==> src/rtl/muldiv_if.sv <==
// muldiv_if
//   Handshake and data bundle for the iterative multiply/divide unit.
//   master : issuing side (pipeline / testbench) drives requests and MTHI/MTLO.
//   slave  : muldiv_unit, returns busy/done and the HI/LO contents.
// Signals
//   start, op[1:0], operand_1, operand_2 : operation request
//   flush                                : abort operation in flight
//   hi_write_en/hi_write_data            : MTHI
//   lo_write_en/lo_write_data            : MTLO
//   busy, done, hi_out, lo_out           : status and HI/LO registers
interface muldiv_if #(
  parameter int DATA_WIDTH = 32
);
  logic                  start;
  logic [1:0]            op;
  logic [DATA_WIDTH-1:0] operand_1;
  logic [DATA_WIDTH-1:0] operand_2;
  logic                  flush;
  logic                  hi_write_en;
  logic                  lo_write_en;
  logic [DATA_WIDTH-1:0] hi_write_data;
  logic [DATA_WIDTH-1:0] lo_write_data;
  logic                  busy;
  logic                  done;
  logic [DATA_WIDTH-1:0] hi_out;
  logic [DATA_WIDTH-1:0] lo_out;

  modport master (
    output start, op, operand_1, operand_2, flush,
           hi_write_en, lo_write_en, hi_write_data, lo_write_data,
    input  busy, done, hi_out, lo_out
  );

  modport slave (
    input  start, op, operand_1, operand_2, flush,
           hi_write_en, lo_write_en, hi_write_data, lo_write_data,
    output busy, done, hi_out, lo_out
  );
endinterface

==> src/rtl/muldiv_unit.sv <==
// muldiv_unit
//   MIPS-style HI/LO multiply/divide unit. Multiply is shift-add and divide is
//   restoring, one bit per cycle, working on operand magnitudes; sign
//   correction is applied in the FIX state before HI/LO are written.
//   op: 00 MULT, 01 MULTU, 10 DIV, 11 DIVU.
//   Latency: done at edge DATA_WIDTH+1 after the accepting edge; divide by
//   zero completes at edge 1 (LO = all ones, HI = dividend).
// Ports
//   clk  : clock, rising edge
//   rst  : asynchronous active-high reset
//   bus  : muldiv_if.slave (start/op/operands/flush/MTHI/MTLO in,
//          busy/done/hi_out/lo_out out)
// Configuration
//   MULDIV_FAST_MUL_EN : when defined, MULT/MULTU use a combinational
//                        multiplier and complete at edge 1. Divide unchanged.
module muldiv_unit #(
  parameter int DATA_WIDTH = 32,
  parameter int CNT_WIDTH  = 6
) (
  input  logic     clk,
  input  logic     rst,
  muldiv_if.slave  bus
);

  localparam int                    W        = DATA_WIDTH;
  localparam logic [CNT_WIDTH-1:0]  CNT_INIT = CNT_WIDTH'(DATA_WIDTH);
  localparam logic [CNT_WIDTH-1:0]  CNT_ONE  = {{(CNT_WIDTH-1){1'b0}}, 1'b1};
  localparam logic [W-1:0]          ONE_W    = {{(W-1){1'b0}}, 1'b1};
  localparam logic [2*W-1:0]        ONE_2W   = {{(2*W-1){1'b0}}, 1'b1};

  typedef enum logic [1:0] {IDLE, CALC, FIX} state_t;

  // Two's-complement helpers. Magnitude of the most-negative value is
  // 2^(W-1), which is representable as an unsigned W-bit number.
  function automatic logic [W-1:0] magnitude(input logic signed [W-1:0] v,
                                             input logic use_sign);
    logic [W-1:0] u;
    u = v;
    return (use_sign && v[W-1]) ? (~u + ONE_W) : u;
  endfunction

  function automatic logic [W-1:0] negate_w(input logic [W-1:0] v, input logic en);
    return en ? (~v + ONE_W) : v;
  endfunction

  function automatic logic [2*W-1:0] negate_2w(input logic [2*W-1:0] v, input logic en);
    return en ? (~v + ONE_2W) : v;
  endfunction

  state_t                state_q, state_d;
  logic [CNT_WIDTH-1:0]  cnt_q;
  logic [W-1:0]          hi_q, lo_q;
  logic                  done_q;

  // Datapath state: acc_q is {HI-half, LO-half}. Multiply: {partial, multiplier}.
  // Divide: {remainder, dividend/quotient}. Divide by zero: {dividend, -}.
  logic [2*W-1:0]        acc_q;
  logic [W-1:0]          opb_q;       // multiplicand or divisor magnitude
  logic                  is_div_q;
  logic                  div0_q;
  logic                  neg_lo_q;    // negate product / quotient
  logic                  neg_hi_q;    // negate remainder

  logic signed [W-1:0]   op1_s, op2_s;
  logic                  op_div, op_signed, divisor_zero, accept;
  logic [W-1:0]          mag1, mag2;

  assign op1_s        = bus.operand_1;
  assign op2_s        = bus.operand_2;
  assign op_div       = bus.op[1];
  assign op_signed    = ~bus.op[0];
  assign mag1         = magnitude(op1_s, op_signed);
  assign mag2         = magnitude(op2_s, op_signed);
  assign divisor_zero = (bus.operand_2 == '0);
  assign accept       = (state_q == IDLE) && bus.start && !bus.flush;

`ifdef MULDIV_FAST_MUL_EN
  logic [2*W-1:0] fast_prod;
  assign fast_prod = {{W{1'b0}}, mag1} * {{W{1'b0}}, mag2};
`endif

  // One shift-add step: add multiplicand into the upper half when the
  // current multiplier LSB is set, then shift the whole accumulator right.
  logic [W:0]     mul_sum;
  logic [2*W-1:0] mul_next;
  assign mul_sum  = {1'b0, acc_q[2*W-1:W]} + (acc_q[0] ? {1'b0, opb_q} : {(W+1){1'b0}});
  assign mul_next = {mul_sum, acc_q[W-1:1]};

  // One restoring-divide step: shift the next dividend bit into the
  // remainder and subtract the divisor if it fits. Remainder stays < divisor
  // so the trial value fits in W+1 bits.
  logic [W:0]     div_trial, div_diff;
  logic           div_fits;
  logic [2*W-1:0] div_next;
  assign div_trial = {acc_q[2*W-1:W], acc_q[W-1]};
  assign div_diff  = div_trial - {1'b0, opb_q};
  assign div_fits  = (div_trial >= {1'b0, opb_q});
  assign div_next  = div_fits ? {div_diff[W-1:0],  acc_q[W-2:0], 1'b1}
                              : {div_trial[W-1:0], acc_q[W-2:0], 1'b0};

  // Sign-corrected result presented while in FIX.
  logic [W-1:0]   fix_hi, fix_lo;
  logic [2*W-1:0] prod_fixed;
  always_comb begin
    fix_hi     = '0;
    fix_lo     = '0;
    prod_fixed = negate_2w(acc_q, neg_lo_q);
    if (div0_q) begin
      fix_hi = acc_q[2*W-1:W];
      fix_lo = '1;
    end else if (is_div_q) begin
      fix_hi = negate_w(acc_q[2*W-1:W], neg_hi_q);
      fix_lo = negate_w(acc_q[W-1:0],   neg_lo_q);
    end else begin
      fix_hi = prod_fixed[2*W-1:W];
      fix_lo = prod_fixed[W-1:0];
    end
  end

  // Next-state logic
  always_comb begin
    state_d = state_q;
    if (bus.flush) begin
      state_d = IDLE;
    end else begin
      unique case (state_q)
        IDLE: begin
          if (bus.start) begin
            if (op_div && divisor_zero) begin
              state_d = FIX;
            end else begin
`ifdef MULDIV_FAST_MUL_EN
              state_d = op_div ? CALC : FIX;
`else
              state_d = CALC;
`endif
            end
          end
        end
        CALC:    if (cnt_q <= CNT_ONE) state_d = FIX;
        FIX:     state_d = IDLE;
        default: state_d = IDLE;
      endcase
    end
  end

  // Control and architectural registers
  always_ff @(posedge clk or posedge rst) begin
    if (rst) begin
      state_q <= IDLE;
      cnt_q   <= '0;
      hi_q    <= '0;
      lo_q    <= '0;
      done_q  <= 1'b0;
    end else begin
      state_q <= state_d;
      done_q  <= (state_q == FIX) && !bus.flush;

      if (bus.flush)                cnt_q <= '0;
      else if (accept)              cnt_q <= CNT_INIT;
      else if (state_q == CALC)     cnt_q <= cnt_q - CNT_ONE;

      // MTHI/MTLO only while idle; a result can only land from FIX, so the
      // two writers never collide.
      if (state_q == FIX && !bus.flush) begin
        hi_q <= fix_hi;
        lo_q <= fix_lo;
      end else if (state_q == IDLE) begin
        if (bus.hi_write_en) hi_q <= bus.hi_write_data;
        if (bus.lo_write_en) lo_q <= bus.lo_write_data;
      end
    end
  end

  // Datapath registers (no reset: contents are only consumed after a load)
  always_ff @(posedge clk) begin
    if (accept) begin
      is_div_q <= op_div;
      div0_q   <= op_div && divisor_zero;
      neg_lo_q <= op_signed && (op1_s[W-1] ^ op2_s[W-1]);
      neg_hi_q <= op_signed && op1_s[W-1];
      if (op_div) begin
        opb_q <= mag2;
        acc_q <= divisor_zero ? {bus.operand_1, {W{1'b0}}} : {{W{1'b0}}, mag1};
      end else begin
        opb_q <= mag1;
`ifdef MULDIV_FAST_MUL_EN
        acc_q <= fast_prod;
`else
        acc_q <= {{W{1'b0}}, mag2};
`endif
      end
    end else if (state_q == CALC) begin
      acc_q <= is_div_q ? div_next : mul_next;
    end
  end

  assign bus.busy   = (state_q != IDLE);
  assign bus.done   = done_q;
  assign bus.hi_out = hi_q;
  assign bus.lo_out = lo_q;

endmodule

==> src/flat_wrapper.sv <==
// flat-port wrapper written by rule: the top's interface ports become plain ports
module muldiv_unit_flat 
#(
  parameter int DATA_WIDTH = 32,
  parameter int CNT_WIDTH  = 6
)
  (clk, rst, bus_start, bus_op, bus_operand_1, bus_operand_2, bus_flush, bus_hi_write_en, bus_lo_write_en, bus_hi_write_data, bus_lo_write_data, bus_busy, bus_done, bus_hi_out, bus_lo_out);
  muldiv_if #(.DATA_WIDTH(DATA_WIDTH)) bus_i ();
  input  logic clk;
  input  logic rst;
  input wire logic [$bits(bus_i.start)-1:0] bus_start;
  input wire logic [$bits(bus_i.op)-1:0] bus_op;
  input wire logic [$bits(bus_i.operand_1)-1:0] bus_operand_1;
  input wire logic [$bits(bus_i.operand_2)-1:0] bus_operand_2;
  input wire logic [$bits(bus_i.flush)-1:0] bus_flush;
  input wire logic [$bits(bus_i.hi_write_en)-1:0] bus_hi_write_en;
  input wire logic [$bits(bus_i.lo_write_en)-1:0] bus_lo_write_en;
  input wire logic [$bits(bus_i.hi_write_data)-1:0] bus_hi_write_data;
  input wire logic [$bits(bus_i.lo_write_data)-1:0] bus_lo_write_data;
  output wire logic [$bits(bus_i.busy)-1:0] bus_busy;
  output wire logic [$bits(bus_i.done)-1:0] bus_done;
  output wire logic [$bits(bus_i.hi_out)-1:0] bus_hi_out;
  output wire logic [$bits(bus_i.lo_out)-1:0] bus_lo_out;
  assign bus_i.start = bus_start;
  assign bus_i.op = bus_op;
  assign bus_i.operand_1 = bus_operand_1;
  assign bus_i.operand_2 = bus_operand_2;
  assign bus_i.flush = bus_flush;
  assign bus_i.hi_write_en = bus_hi_write_en;
  assign bus_i.lo_write_en = bus_lo_write_en;
  assign bus_i.hi_write_data = bus_hi_write_data;
  assign bus_i.lo_write_data = bus_lo_write_data;
  assign bus_busy = bus_i.busy;
  assign bus_done = bus_i.done;
  assign bus_hi_out = bus_i.hi_out;
  assign bus_lo_out = bus_i.lo_out;
  muldiv_unit #(.DATA_WIDTH(DATA_WIDTH), .CNT_WIDTH(CNT_WIDTH)) u_core (.clk(clk), .rst(rst), .bus(bus_i));
endmodule
==> config.mk <==
export PLATFORM = sky130hd
export DESIGN_NAME = muldiv_unit_flat
export DESIGN_NICKNAME = d
export VERILOG_FILES = /design/src/rtl/muldiv_if.sv /design/src/rtl/muldiv_unit.sv /design/src/flat_wrapper.sv
export SDC_FILE = /design/constraint.sdc
export NUM_CORES = 1
export LEC_CHECK = 0
export CORE_MARGIN = 2
export CORE_UTILIZATION = 50
export CTS_CLUSTER_SIZE = 28
export DETAILED_ROUTE_END_ITERATION = 8
export PLACE_DENSITY = 0.74
export SYNTH_ARGS = -nofsm -noshare
export SYNTH_HDL_FRONTEND = slang
export SYNTH_SLANG_ARGS = --single-unit
==> constraint.sdc <==
create_clock -name clk -period 6.7 [get_ports clk]
set_input_delay 1.34 -clock clk [delete_from_list [all_inputs] [get_ports clk]]
set_output_delay 1.34 -clock clk [all_outputs]
set_load 0.005 [all_outputs]
Word level (Yosys, flattened, before mapping):

Cells that the tools add are included.

* register bits: 173
* input port bits: 136

* reductions and logical operators: 19
* add/subtract/negate cells: 8
* multiplexer cells: 31
* equal/unequal tests: 4
* bitwise operators: 7
* order comparisons: 2

Operators by type and width (count)
* $mux 32: 16
* $mux 64: 7
* $add 32x1->32 const B: 4
* $not 32->32: 4
* $add 64x1->64 const B: 1
* $not 64->64: 1
* $add 32x32->33: 1
* $ge 33x32->1: 1
* $logic_not 32->1: 1
* $sub 32x32->32: 1
* $mux 6: 3
* $reduce_bool 2->1: 5
* $mux 2: 4
* $logic_and 1x1->1: 7
* $le 6x1->1 const B: 1
* $reduce_and 2->1: 3
* $sub 6x1->6 const B: 1
* $pmux 2 s2: 1
* $ne 3x2->1 const B: 1
* $ne 3x3->1 const B: 1
* $reduce_bool 3->1: 1
* $eq 2x1->1 const B: 1
* $eq 2x2->1 const B: 1
* $logic_not 2->1: 1
* 3 further kinds: 3

Logic depth before layout (Yosys ltp):

* depth after elaboration: 6
* mapped depth: 14
* mapped depth without buffers: 13

Worst setup path after synthesis:

OpenSTA, ideal clock, no wires.

* path kind: flip-flop to flip-flop
* start point: register u_core.state_q[0]
* end point: register u_core.cnt_q[2]
* data arrival time: 6025 ps
* setup slack: 540 ps
* stages on the path, launching flop included: 7
* required time: 6565 ps
* cell sequence: dfrtp_1 -> clkbuf_1 -> inv_1 -> o21ai_0 -> nor2_1 -> o21ai_0 -> o21ai_0

* cells in the longest elaborated chain, start to end: 5
* elaborated cells on any way between the ends: 7
* classes of those cells: eq/ne (1); mux (2); reduce/logical (4)

Ends and longest elaborated chain
* start, declared: line muldiv_unit.sv:50 `state_t state_q, state_d;`
* start signal, assigned: line muldiv_unit.sv:156 `state_q <= state_d;`
* $logic_not 2->1: line muldiv_unit.sv:75 `assign accept = (state_q == IDLE) && bus.start && !bus.flush;`
* $logic_and 1x1->1 (2 in series): line muldiv_unit.sv:75
* $mux 6: line muldiv_unit.sv:160 `else if (accept) cnt_q <= CNT_INIT;`
* $mux 6: line muldiv_unit.sv:159 `if (bus.flush) cnt_q <= '0;`
* end signal, assigned: line muldiv_unit.sv:161 `else if (state_q == CALC) cnt_q <= cnt_q - CNT_ONE;`
* end, declared: line muldiv_unit.sv:51 `logic [CNT_WIDTH-1:0] cnt_q;`

Parallel ways exist; a longest one is shown, timed or not.
A chain may end at the register's enable or synchronous reset.

Final worst setup path:

* start point: input bus_operand_2[10]
* end point: register u_core.acc_q[14], data pin

* cells in the longest elaborated chain, start to end: 5
* elaborated cells on any way between the ends: 7
* classes of those cells: add/sub (1); mux (4); bitwise (1); reduce/logical (1)

Ends and longest elaborated chain
* start, declared: line flat_wrapper.sv:14 `input wire logic [$bits(bus_i.operand_2)-1:0] bus_operand_2;`
* $not 32->32: line muldiv_unit.sv:39 `return (use_sign && v[W-1]) ? (~u + ONE_W) : u;`
* $add 32x1->32: line muldiv_unit.sv:39
* $mux 32: line muldiv_unit.sv:39
* $mux 64 *: line muldiv_unit.sv:182 `if (op_div) begin`
* $mux 64 *: line muldiv_unit.sv:177 `if (accept) begin`
* end signal, assigned: line muldiv_unit.sv:184 `acc_q <= divisor_zero ? {bus.operand_1, {W{1'b0}}} : {{W{1'b0}}, mag1};`
* end signal, assigned: line muldiv_unit.sv:190 `acc_q <= {{W{1'b0}}, mag2};`
* end signal, assigned: line muldiv_unit.sv:194 `acc_q <= is_div_q ? div_next : mul_next;`
* end, declared: line muldiv_unit.sv:57 `logic [2*W-1:0] acc_q;`

Every way passes the cells marked *; elsewhere a longest branch is shown, timed or not.

==> impl_metrics.csv <==
group,metric,value,unit
run_status,outcome,"finished clean",
critical_path,reg2reg_slack,2.48,ns
clock_network,postCtsResizedCells,0,
finish,syn_to_final_growth,18.91,%
detailed_routing,drt_iter0_markers,1312,
detailed_routing,wl_met2,22820,um
floorplan,initial_core_util,0.5071,
critical_path,crit_family,"simple AND/OR/NAND/NOR gates",
clock_network,holdBufCountCts,0,
synthesis,synth_warnings,0,
finish,stdcell_area,17870,sq um
synthesis,synth.distinct_cells,81,
detailed_routing,viasPerCell,6.232,
pwr,power_switching_share,0.4584,
clock_network,clock_path_buffers,2,
detailed_routing,drc,0,
clock_network,cts_tree,"yes",
pwr,intPower,4.048,mW
detailed_routing,route.met3.wl,4890,um
finish,layout_common_cells,"clkdlybuf4s50_1, nand2_1, o21ai_0, nor2_1, a21oi_1",
synthesis,synth_top_cell_by_area,"edfxtp_1",
finish,fin_nets,2141,
critical_path,startpoint_type,"input port",
pwr,clock_power_share,0.142,
synthesis,synth.top_cells.by_area,"edfxtp_1, dfrtp_1, mux2i_1",
clock_network,htreeDepth,4,
floorplan,io_pins,202,
pwr,ir_drop,0.0002874,V
global_routing,grt_pass1_vias,13620,
synthesis,synth_area,15030,sq um
detailed_routing,dr.pass1.iters,5,
critical_path,path_max_fanout,23,
synthesis,ys_ff_latch,173,
detailed_routing,top_layer_used,"met4",
placement,pre_cts_slack,1.799,ns
pwr,pwr-share-seq,0.308,
sta,finalCritPeriodShare,0.6687,
sta,timing.setup.tns,0,ns
synthesis,seq_area_frac_synth,0.3213,
finish,n_antenna_cell,0,
finish,final_common_cell,"clkdlybuf4s50_1",
critical_path,end_kind,"flop",
placement,numPortBuffers,201,
finish,multi_input_area,9542,sq um
floorplan,die_h,177.4,um
floorplan,core_area,29640,sq um
sta,fin_ws,2.220,ns
finish,register_area,4830,sq um
critical_path,critPathBufInv,1,
floorplan,num_rows,63,
floorplan,fp.dieW,177.4,um
placement,placed_area,17260,sq um
placement,hpwl,38790,um
pwr,p_leak,7.098,nW
critical_path,required,6.86,ns
synthesis,synthArstFlopShare,0.4220,
pwr,p_per_area,418.2,nW/um^2
pwr,finalPower,7.473,mW
synthesis,synthCells,1789,
critical_path,cpMaxStageDelayCell,"or4_1",
synthesis,synth_area_per_cell,8.401,sq um
sta,rsz0062_at_grt,"no",
sta,finalClockSkew,0.01758,ns
sta,setup-violations-final,0,
detailed_routing,wl_met1,21000,um
clock_network,cts_setup_buffers,0,
global_routing,antenna_found_initial,0,
sta,maxSlewHeadroom,0.2072,
placement,place.gp.congestion,0.9621,
pwr,comb_power_share,0.550,
critical_path,cpPeakStageDelay,0.63,ns
critical_path,crit_arrival,4.64,ns
global_routing,grt_pass1_wl,76180,um
finish,fillCellCount,2695,
sta,hold_viol_final,0,
synthesis,synth_top_cell_area_share,0.1998,
finish,drive_gt1_frac,0.04060,
sta,tightest_slew,1.187,ns
pwr,p_switching,3.425,mW
synthesis,synth_edf_count,100,
clock_network,clk_pin_slew,0.09,ns
detailed_routing,wl_per_cell,21.74,um
detailed_routing,drtAntennaViolNets,0,
global_routing,grt_overflow_total,0,
detailed_routing,wl,50790,um
clock_network,cts_inserted_buffers,17,
run,cap_violations,0,
synthesis,syn-num-nets,1997,
detailed_routing,vias,14560,
critical_path,cp_cell_sequence,"clkdlybuf4s50_1 -> or4_1 -> or3_4 -> or4b_4 -> nor3_4 -> nand2b_2 -> o22ai_1 -> nand2_1 -> o21ai_0",
synthesis,synthFlopType,"edfxtp_1",
critical_path,crit_type,"input port to flop",
clock_network,clkLatencyLatePin,0.45,ns
floorplan,die_area,31460,sq um
sta,max_freq,223.2,MHz
clock_network,root_buffer,"clkbuf_16",
finish,final_cells,2336,
min_path,hp-class,"flop to flop",
sta,maxSlewViolCount,0,
placement,dp.cells,2304,
global_routing,grt_usage,0.3161,
sta,period_minus_slack,4.480,ns
clock_network,numClockSinks,173,
global_routing,grt_max_degree,96,
[metal layers]
metal,GRT usage,vias up
li1,-,6867
met1,0.4204,6890
met2,0.5050,681
met3,0.06191,119
met4,0.1291,0
met5,0,-
[registers in the layout (all words and copies together) (netlist names)]
register,cells
u_core.bus.hi_out,32
u_core.acc_q,64
u_core.cnt_q,6
u_core.neg_lo_q,1
u_core.bus.done,1
u_core.neg_hi_q,1
u_core.div0_q,1
u_core.bus.lo_out,32
u_core.opb_q,32
u_core.state_q,2
u_core.is_div_q,1
[worst register-to-register path, delay by kind of cell, from the launching register on]
family	cells	cell delay [ns]
AND/OR/NAND/NOR	1	0.12
AO/OA/AOI/OAI	8	2.92
adder cells (fa/ha/maj)	1	0.47
flip-flops	1	0.59
[kinds of logic (layout without fill, tap and decap cells)]
kind of cell / count (synthesis) / after routing / share of synthesized area
adders and majority gates: 72 / 72 / 0.06094
muxes: 111 / 111 / 0.07451
AOI/OAI and AO/OA: 548 / 548 / 0.2225
and+or+nand+nor: 547 / 547 / 0.1745
DFF: 173 / 173 / 0.3213
xor gates and xnor gates: 173 / 173 / 0.1008
buffers and inverters: 165 / 322 / 0.04537
[metrics by stage]
stage,hold WS [ns],util
after floorplan,0.4440,-
after global placement,0.4584,0.5822
after detailed placement,0.4656,0.5822
after CTS,0.4861,0.6030
after global routing,0.4972,0.6030
final,0.4807,0.6030
[cells in the mapped netlist (4+ instances only)]
master    instances
dfrtp_1          73
inv_1            73
nand3b_1         12
nand4_1          18
nor4_1           10
a31oi_1          22
nand3_1          26
buf_1            14
a22oi_1          18
a21o_1           39
mux2i_1         104
nand2_1         177
a211oi_1         17
o21bai_1          8
nor2_1          152
ha_1             70
o211ai_1         12
a21oi_1         116
o31a_1            7
nor3_1           53
o21ai_0         173
o41ai_1          17
edfxtp_1        100
o31ai_1          24
a221oi_1          4
nor2b_1           8
and3_1            9
o21ai_1          15
nand2b_1         16
buf_2             7
or4_1            13
a41oi_1           4
mux2_2            7
or3_1            21
o21a_1            9
clkbuf_1         64
xnor2_1         103
xor2_1           70
o22ai_1          44
and2_1            7
[path summary, 6_finish.rpt]
path,from,to,depth (start not counted)
worst max-delay path,bus_operand_2[10],u_core.acc_q[14],9
worst min register to register,u_core.bus.lo_out[20],u_core.bus.lo_out[20],2
max in group asynchronous,rst,u_core.bus.hi_out[5],3
worst min-delay path,u_core.bus.lo_out[20],u_core.bus.lo_out[20],2
worst max register to register,u_core.acc_q[41],u_core.acc_q[50],10
min in group asynchronous,rst,u_core.bus.lo_out[2],3
[power by group through the flow]
| stage | logic, mW | clock network, mW | registers, mW |
|---|---|---|---|
| detailed placement | 4.03 | 0 | 2.28 |
| finish | 4.11 | 1.06 | 2.30 |
| CTS | 4.06 | 1.06 | 2.26 |
| global placement | 3.95 | 0 | 2.27 |
| global route | 4.51 | 1.10 | 2.33 |
| floorplan | 2.80 | 0 | 2.05 |
[final cells by class]
type,instances,share of cell area
Multi-Input combinational cell,1451,0.5339
Sequential cell,173,0.2703
Timing Repair Buffer,216,0.1186
Tap cell,390,0.02731
Clock buffer,17,0.02380
Inverter,74,0.01554
Clock inverter,15,0.01057
Note: power is estimated with default switching activity, not from simulation.
